### config.mk
export PLATFORM = sky130hd
export DESIGN_NAME = multicycle_control_flat
export DESIGN_NICKNAME = d
export VERILOG_FILES = /design/src/rtl/multicycle_control_if.sv /design/src/rtl/multicycle_control.sv /design/src/flat_wrapper.sv
export SDC_FILE = /design/constraint.sdc
export NUM_CORES = 1
export LEC_CHECK = 0
export CAP_MARGIN = 30
export CELL_PAD_IN_SITES_DETAIL_PLACEMENT = 0
export CELL_PAD_IN_SITES_GLOBAL_PLACEMENT = 2
export CORE_MARGIN = 5
export CORE_UTILIZATION = 22
export CTS_CLUSTER_DIAMETER = 150
export DETAILED_ROUTE_END_ITERATION = 7
export PLACE_DENSITY_LB_ADDON = 0.1
export SYNTH_ARGS = -nofsm -noshare
export SYNTH_HDL_FRONTEND = slang
export SYNTH_SLANG_ARGS = --single-unit
### constraint.sdc
create_clock -name clk -period 1.7 [get_ports clk]
set_input_delay 0.255 -clock clk [delete_from_list [all_inputs] [get_ports clk]]
set_output_delay 0.255 -clock clk [all_outputs]
set_load 0.005 [all_outputs]
### src/rtl/multicycle_control_if.sv
// Bundle of instruction-register fields, ALU flag and datapath controls
// exchanged between the multicycle controller and its datapath.
interface multicycle_control_if;
  logic [5:0] Opcode;
  logic [5:0] Funct;
  logic       Zero;
  logic [2:0] ALUOp;
  logic       ALUSrcA;
  logic [1:0] ALUSrcB;
  logic       IorD;
  logic       MemRead;
  logic       MemWrite;
  logic       IRWrite;
  logic       RegDst;
  logic       MemtoReg;
  logic       RegWrite;
  logic       PCWrite;
  logic [1:0] PCSource;
  logic       InstrDone;
  logic       Illegal;
  logic [3:0] State;

  // datapath side: supplies instruction fields and flag, consumes controls
  modport master (
    output Opcode, Funct, Zero,
    input  ALUOp, ALUSrcA, ALUSrcB, IorD, MemRead, MemWrite, IRWrite,
           RegDst, MemtoReg, RegWrite, PCWrite, PCSource, InstrDone,
           Illegal, State
  );

  modport slave (
    input  Opcode, Funct, Zero,
    output ALUOp, ALUSrcA, ALUSrcB, IorD, MemRead, MemWrite, IRWrite,
           RegDst, MemtoReg, RegWrite, PCWrite, PCSource, InstrDone,
           Illegal, State
  );
endinterface

### src/rtl/multicycle_control.sv
// Multicycle MIPS-subset control FSM: sequences fetch/decode/execute states
// and drives the datapath control lines for each state.
module multicycle_control (
  input  logic                 clk,
  input  logic                 reset,
  multicycle_control_if.slave  bus
);

  typedef enum logic [3:0] {
    S_FETCH  = 4'd0,  S_DECODE = 4'd1,  S_MEMADR = 4'd2,  S_MEMRD = 4'd3,
    S_MEMWB  = 4'd4,  S_MEMWR  = 4'd5,  S_RTEXE  = 4'd6,  S_RTWB  = 4'd7,
    S_ITEXE  = 4'd8,  S_ITWB   = 4'd9,  S_BRANCH = 4'd10, S_JUMP  = 4'd11
  } state_t;

  localparam logic [5:0] OP_RTYPE = 6'b000000;
  localparam logic [5:0] OP_ADDI  = 6'b001000;
  localparam logic [5:0] OP_ORI   = 6'b001101;
  localparam logic [5:0] OP_LUI   = 6'b001111;
  localparam logic [5:0] OP_LW    = 6'b100011;
  localparam logic [5:0] OP_SW    = 6'b101011;
  localparam logic [5:0] OP_BEQ   = 6'b000100;
  localparam logic [5:0] OP_BNE   = 6'b000101;
  localparam logic [5:0] OP_J     = 6'b000010;

  state_t     r_state;
  state_t     w_next;
  logic [5:0] r_opcode;

  logic [2:0] w_aluop;
  logic       w_alusrca;
  logic [1:0] w_alusrcb;
  logic       w_iord, w_memread, w_memwrite, w_irwrite;
  logic       w_regdst, w_memtoreg, w_regwrite, w_pcwrite;
  logic [1:0] w_pcsource;
  logic       w_instrdone, w_illegal;
  logic       w_unused_funct;

  // Funct is decoded downstream from ALUOp=111; it never steers sequencing.
  assign w_unused_funct = ^bus.Funct;

  always_ff @(posedge clk) begin
    if (reset) begin
      r_state  <= S_FETCH;
      r_opcode <= 6'd0;
    end else begin
      r_state <= w_next;
      if (r_state == S_DECODE)
        r_opcode <= bus.Opcode;
    end
  end

  always_comb begin
    w_next      = S_FETCH;
    w_aluop     = 3'b000;
    w_alusrca   = 1'b0;
    w_alusrcb   = 2'b00;
    w_iord      = 1'b0;
    w_memread   = 1'b0;
    w_memwrite  = 1'b0;
    w_irwrite   = 1'b0;
    w_regdst    = 1'b0;
    w_memtoreg  = 1'b0;
    w_regwrite  = 1'b0;
    w_pcwrite   = 1'b0;
    w_pcsource  = 2'b00;
    w_instrdone = 1'b0;
    w_illegal   = 1'b0;
    case (r_state)
      S_FETCH: begin
        w_memread = 1'b1;
        w_irwrite = 1'b1;
        w_alusrcb = 2'b01;
        w_aluop   = 3'b100;
        w_pcwrite = 1'b1;
        w_next    = S_DECODE;
      end
      S_DECODE: begin
        // the opcode latch is loaded this cycle, so decode the live field
        w_alusrcb = 2'b10;
        w_aluop   = 3'b100;
        case (bus.Opcode)
          OP_LW, OP_SW:           w_next = S_MEMADR;
          OP_RTYPE:               w_next = S_RTEXE;
          OP_ADDI, OP_ORI, OP_LUI: w_next = S_ITEXE;
          OP_BEQ, OP_BNE:         w_next = S_BRANCH;
          OP_J:                   w_next = S_JUMP;
          default: begin
            w_illegal = 1'b1;
            w_next    = S_FETCH;
          end
        endcase
      end
      S_MEMADR: begin
        w_alusrca = 1'b1;
        w_alusrcb = 2'b10;
        w_aluop   = 3'b100;
        w_next    = (r_opcode == OP_LW) ? S_MEMRD : S_MEMWR;
      end
      S_MEMRD: begin
        w_memread = 1'b1;
        w_iord    = 1'b1;
        w_next    = S_MEMWB;
      end
      S_MEMWB: begin
        w_regwrite  = 1'b1;
        w_memtoreg  = 1'b1;
        w_instrdone = 1'b1;
      end
      S_MEMWR: begin
        w_memwrite  = 1'b1;
        w_iord      = 1'b1;
        w_instrdone = 1'b1;
      end
      S_RTEXE: begin
        w_alusrca = 1'b1;
        w_aluop   = 3'b111;
        w_next    = S_RTWB;
      end
      S_RTWB: begin
        w_regwrite  = 1'b1;
        w_regdst    = 1'b1;
        w_instrdone = 1'b1;
      end
      S_ITEXE: begin
        w_alusrca = 1'b1;
        w_next    = S_ITWB;
        case (r_opcode)
          OP_ORI: begin w_alusrcb = 2'b11; w_aluop = 3'b101; end
          OP_LUI: begin w_alusrcb = 2'b11; w_aluop = 3'b110; end
          default: begin w_alusrcb = 2'b10; w_aluop = 3'b100; end
        endcase
      end
      S_ITWB: begin
        w_regwrite  = 1'b1;
        w_instrdone = 1'b1;
      end
      S_BRANCH: begin
        w_alusrca   = 1'b1;
        w_aluop     = 3'b001;
        w_pcsource  = 2'b01;
        w_instrdone = 1'b1;
        w_pcwrite   = (r_opcode == OP_BNE) ? ~bus.Zero : bus.Zero;
      end
      S_JUMP: begin
        w_pcsource  = 2'b10;
        w_pcwrite   = 1'b1;
        w_instrdone = 1'b1;
      end
      default: w_next = S_FETCH;
    endcase
  end

  assign bus.ALUOp     = w_aluop;
  assign bus.ALUSrcA   = w_alusrca;
  assign bus.ALUSrcB   = w_alusrcb;
  assign bus.IorD      = w_iord;
  assign bus.MemRead   = w_memread;
  assign bus.RegDst    = w_regdst;
  assign bus.MemtoReg  = w_memtoreg;
  assign bus.PCSource  = w_pcsource;
  assign bus.State     = r_state;
  // state-changing strobes are suppressed while reset is held
  assign bus.PCWrite   = w_pcwrite   & ~reset;
  assign bus.IRWrite   = w_irwrite   & ~reset;
  assign bus.MemWrite  = w_memwrite  & ~reset;
  assign bus.RegWrite  = w_regwrite  & ~reset;
  assign bus.InstrDone = w_instrdone & ~reset;
  assign bus.Illegal   = w_illegal   & ~reset;

endmodule

### src/flat_wrapper.sv
// flat-port wrapper written by rule: the top's interface ports become plain ports
module multicycle_control_flat 
  (clk, reset, bus_Opcode, bus_Funct, bus_Zero, bus_ALUOp, bus_ALUSrcA, bus_ALUSrcB, bus_IorD, bus_MemRead, bus_MemWrite, bus_IRWrite, bus_RegDst, bus_MemtoReg, bus_RegWrite, bus_PCWrite, bus_PCSource, bus_InstrDone, bus_Illegal, bus_State);
  multicycle_control_if bus_i ();
  input  logic clk;
  input  logic reset;
  input wire logic [$bits(bus_i.Opcode)-1:0] bus_Opcode;
  input wire logic [$bits(bus_i.Funct)-1:0] bus_Funct;
  input wire logic [$bits(bus_i.Zero)-1:0] bus_Zero;
  output wire logic [$bits(bus_i.ALUOp)-1:0] bus_ALUOp;
  output wire logic [$bits(bus_i.ALUSrcA)-1:0] bus_ALUSrcA;
  output wire logic [$bits(bus_i.ALUSrcB)-1:0] bus_ALUSrcB;
  output wire logic [$bits(bus_i.IorD)-1:0] bus_IorD;
  output wire logic [$bits(bus_i.MemRead)-1:0] bus_MemRead;
  output wire logic [$bits(bus_i.MemWrite)-1:0] bus_MemWrite;
  output wire logic [$bits(bus_i.IRWrite)-1:0] bus_IRWrite;
  output wire logic [$bits(bus_i.RegDst)-1:0] bus_RegDst;
  output wire logic [$bits(bus_i.MemtoReg)-1:0] bus_MemtoReg;
  output wire logic [$bits(bus_i.RegWrite)-1:0] bus_RegWrite;
  output wire logic [$bits(bus_i.PCWrite)-1:0] bus_PCWrite;
  output wire logic [$bits(bus_i.PCSource)-1:0] bus_PCSource;
  output wire logic [$bits(bus_i.InstrDone)-1:0] bus_InstrDone;
  output wire logic [$bits(bus_i.Illegal)-1:0] bus_Illegal;
  output wire logic [$bits(bus_i.State)-1:0] bus_State;
  assign bus_i.Opcode = bus_Opcode;
  assign bus_i.Funct = bus_Funct;
  assign bus_i.Zero = bus_Zero;
  assign bus_ALUOp = bus_i.ALUOp;
  assign bus_ALUSrcA = bus_i.ALUSrcA;
  assign bus_ALUSrcB = bus_i.ALUSrcB;
  assign bus_IorD = bus_i.IorD;
  assign bus_MemRead = bus_i.MemRead;
  assign bus_MemWrite = bus_i.MemWrite;
  assign bus_IRWrite = bus_i.IRWrite;
  assign bus_RegDst = bus_i.RegDst;
  assign bus_MemtoReg = bus_i.MemtoReg;
  assign bus_RegWrite = bus_i.RegWrite;
  assign bus_PCWrite = bus_i.PCWrite;
  assign bus_PCSource = bus_i.PCSource;
  assign bus_InstrDone = bus_i.InstrDone;
  assign bus_Illegal = bus_i.Illegal;
  assign bus_State = bus_i.State;
  multicycle_control u_core (.clk(clk), .reset(reset), .bus(bus_i));
endmodule
==> flow_summary.json <==
{
  "path_buf_inv": 1,
  "final_common_cell": "buf_4",
  "insertion_delay_ns": 0.23,
  "hold_viol": 0,
  "slew_headroom": 0.802,
  "fin_skew_ns": 0.00356,
  "grt_max_degree": 11,
  "hold_path.class": "in -> reg",
  "synth-edff-count": 0,
  "critPathMaxStageDelay_ns": 0.42,
  "drive_above_1_share": 0.564,
  "gr-total-overflow": 0,
  "p_comb_frac": 0.335,
  "period_share": 1.16,
  "worstPathCellList": "or3b_4 -> o31a_1 -> o311ai_1 -> a211oi_1 -> buf_2",
  "dr.pass1.iters": 4,
  "num_io_pins": 37,
  "rows": 23,
  "cts_buffers": 3,
  "layout.nets": 218,
  "yosysWarnings": 0,
  "yosysUniqueCellTypes": 47,
  "path_clk_slew_ns": 0.05,
  "tns_ns": -0.700,
  "multi_input_area_um2": 772,
  "slowest_stage": "or3b_4",
  "mostFrequentLayoutCells": "46 x buf_4, 17 x nand2_1, 10 x nor2_1, 10 x buf_2",
  "via_per_inst": 4.66,
  "status": "complete, but fails checks",
  "critical_path.startpoint_type": "flip-flop",
  "drc": 0,
  "ant_nets": 0,
  "avgSynthCellArea_um2": 7.25,
  "rsz0062_at_grt": "true",
  "intPower_mw": 0.605,
  "fin_util": 0.448,
  "dpl.hpwl_mm": 2.51,
  "syn_area_um2": 885,
  "clock-sinks": 10,
  "synthFlopType": "dfxtp_1",
  "switching_share": 0.275,
  "initial_core_util": 0.224,
  "wl_per_cell_um": 13.7,
  "fin_ws_ns": -0.269,
  "fp.dieH_um": 73.4,
  "synth_fp_nets": 137,
  "switchingPower_mw": 0.230,
  "pwr-share-clk": 0.351,
  "antenna_found_initial": 0,
  "grtUsageTotal": 0.131,
  "grt_pass1_vias": 1218,
  "coreArea_um2": 3940,
  "fmax_mhz": 508,
  "fill_cells": 404,
  "period_minus_slack_ns": 1.97,
  "failed_checks": "negative setup slack",
  "clock_path_buffers": 2,
  "worstPathRequired_ns": 1.44,
  "syn2layout_area_growth_pct": 99.7,
  "place_inst": 238,
  "setup_viol": 5,
  "die_w_um": 73.4,
  "cp_max_fo": 3,
  "design.die.area_um2": 5390,
  "path_delay_family": "compound AO/OA/AOI/OAI gates",
  "ys_seq_elements": 10,
  "worst_pin_slew_ns": 0.294,
  "finalNonFillerCells": 252,
  "powerDensity_nw_per_um2": 473,
  "globalplace.congestion": 0.810,
  "p_leak_nw": 0.770,
  "async_reset_ff_frac": 0,
  "seq_area_um2": 213,
  "htree_levels": 1,
  "netlist_instances": 122,
  "timing.critical_path.arrival_ns": 1.71,
  "port_buffers": 30,
  "wl_mm": 3.46,
  "diodes": 0,
  "irDropWorstVdd_uv": 253,
  "end_kind": "output pin",
  "cap_violations": 0,
  "root_buffer": "clkbuf_8",
  "seqPwrFrac": 0.314,
  "vias": 1175,
  "slew_viol_final": 0,
  "yosysSeqAreaShare": 0.226,
  "drt_iter0_drc": 43,
  "grt_pass1_wl_mm": 5.62,
  "crit_type": "reg -> out",
  "tritoncts": "built"
}
layer usage:
layer | part of all wire | global-route usage | vias to the layer above
met5 | 0 | 0 | -
met1 | 0.44 | 0.167 | 547
met2 | 0.50 | 0.222 | 24
li1 | - | - | 596
met3 | 0.032 | 0.0287 | 8
met4 | 0.025 | 0.0362 | 0
sequential cells by signal, indices dropped and copies added (netlist names):
name / count
u_core.r_opcode: 6
u_core.bus.State: 4
layout make-up:
class                      count  share of cell area
multi-input combinational    101               0.437
timing repair buffer          84               0.370
sequential                    10               0.120
tap                           50              0.0354
clock buffer                   4              0.0312
inverter                       3             0.00637
worst min-delay path, cell delays in order:
cell	delay, ns
clkbuf_2	0.10
buf_6	0.13
nand2_1	0.06
a21oi_1	0.05
kinds of logic after synthesis:
family / Yosys count / share of synthesized area
buffers and inverters: 11 / 0.0721
multiplexers: 1 / 0.0113
flip-flops: 10 / 0.226
AND/OR/NAND/NOR: 67 / 0.416
AO/OA/AOI/OAI: 29 / 0.235
XOR/XNOR: 4 / 0.0396
worst paths after layout:
| path | start | end | slack, ns | cells after the start |
|---|---|---|---|---|
| setup reg to reg | u_core.bus.State[2] | u_core.bus.State[0] | 0.11 | 8 |
| setup / recovery | u_core.r_opcode[3] | bus_PCWrite | -0.27 | 5 |
| hold reg to reg | u_core.r_opcode[0] | u_core.r_opcode[0] | 0.57 | 3 |
| hold / removal | bus_Opcode[0] | u_core.r_opcode[0] | 0.40 | 4 |
synth_stat cells (2+ instances only):
cell / n / area (µm²)
xor2_1: 2 / 17.5
buf_4: 4 / 30.0
nor3_1: 5 / 25.0
nor2_1: 12 / 45.0
a21oi_1: 12 / 60.1
nand2_1: 18 / 67.6
dfxtp_1: 10 / 200
nor2b_1: 5 / 31.3
clkbuf_1: 3 / 11.3
a211oi_1: 2 / 15.0
xnor2_1: 2 / 17.5
inv_1: 3 / 11.3
nor4_1: 4 / 25.0
o21a_1: 2 / 15.0
nand2b_1: 5 / 31.3
and3_1: 2 / 12.5
power by group through the flow:
stage | clock network [mW] | logic [mW] | registers [mW]
finish | 0.293 | 0.280 | 0.262
global route | 0.323 | 0.307 | 0.264
CTS | 0.303 | 0.268 | 0.260
detailed placement | 0 | 0.260 | 0.266
global placement | 0 | 0.258 | 0.266
floorplan | 0 | 0.107 | 0.263
through the flow:
step / total power [mW] / setup slack [ns] / hold slack [ns] / cell area (µm²)
final: 0.835 / -0.269 / 0.402 / 1770
after global routing: 0.893 / -0.336 / 0.434 / 1770
after CTS: 0.832 / -0.264 / 0.564 / 1720
after detailed placement: 0.526 / -0.550 / 0.562 / 1530
after global placement: 0.524 / -0.511 / 0.568 / 1530
after floorplan: 0.370 / 0.167 / 0.391 / 885
timing repair:
item                       CTS  global route
setup endpoints to repair   21            17
hold buffers                 0             0
pin swaps                   15            18
buffers inserted            10             3
gates resized for setup     93            34
No activity file was read; power rests on OpenSTA's default activity.
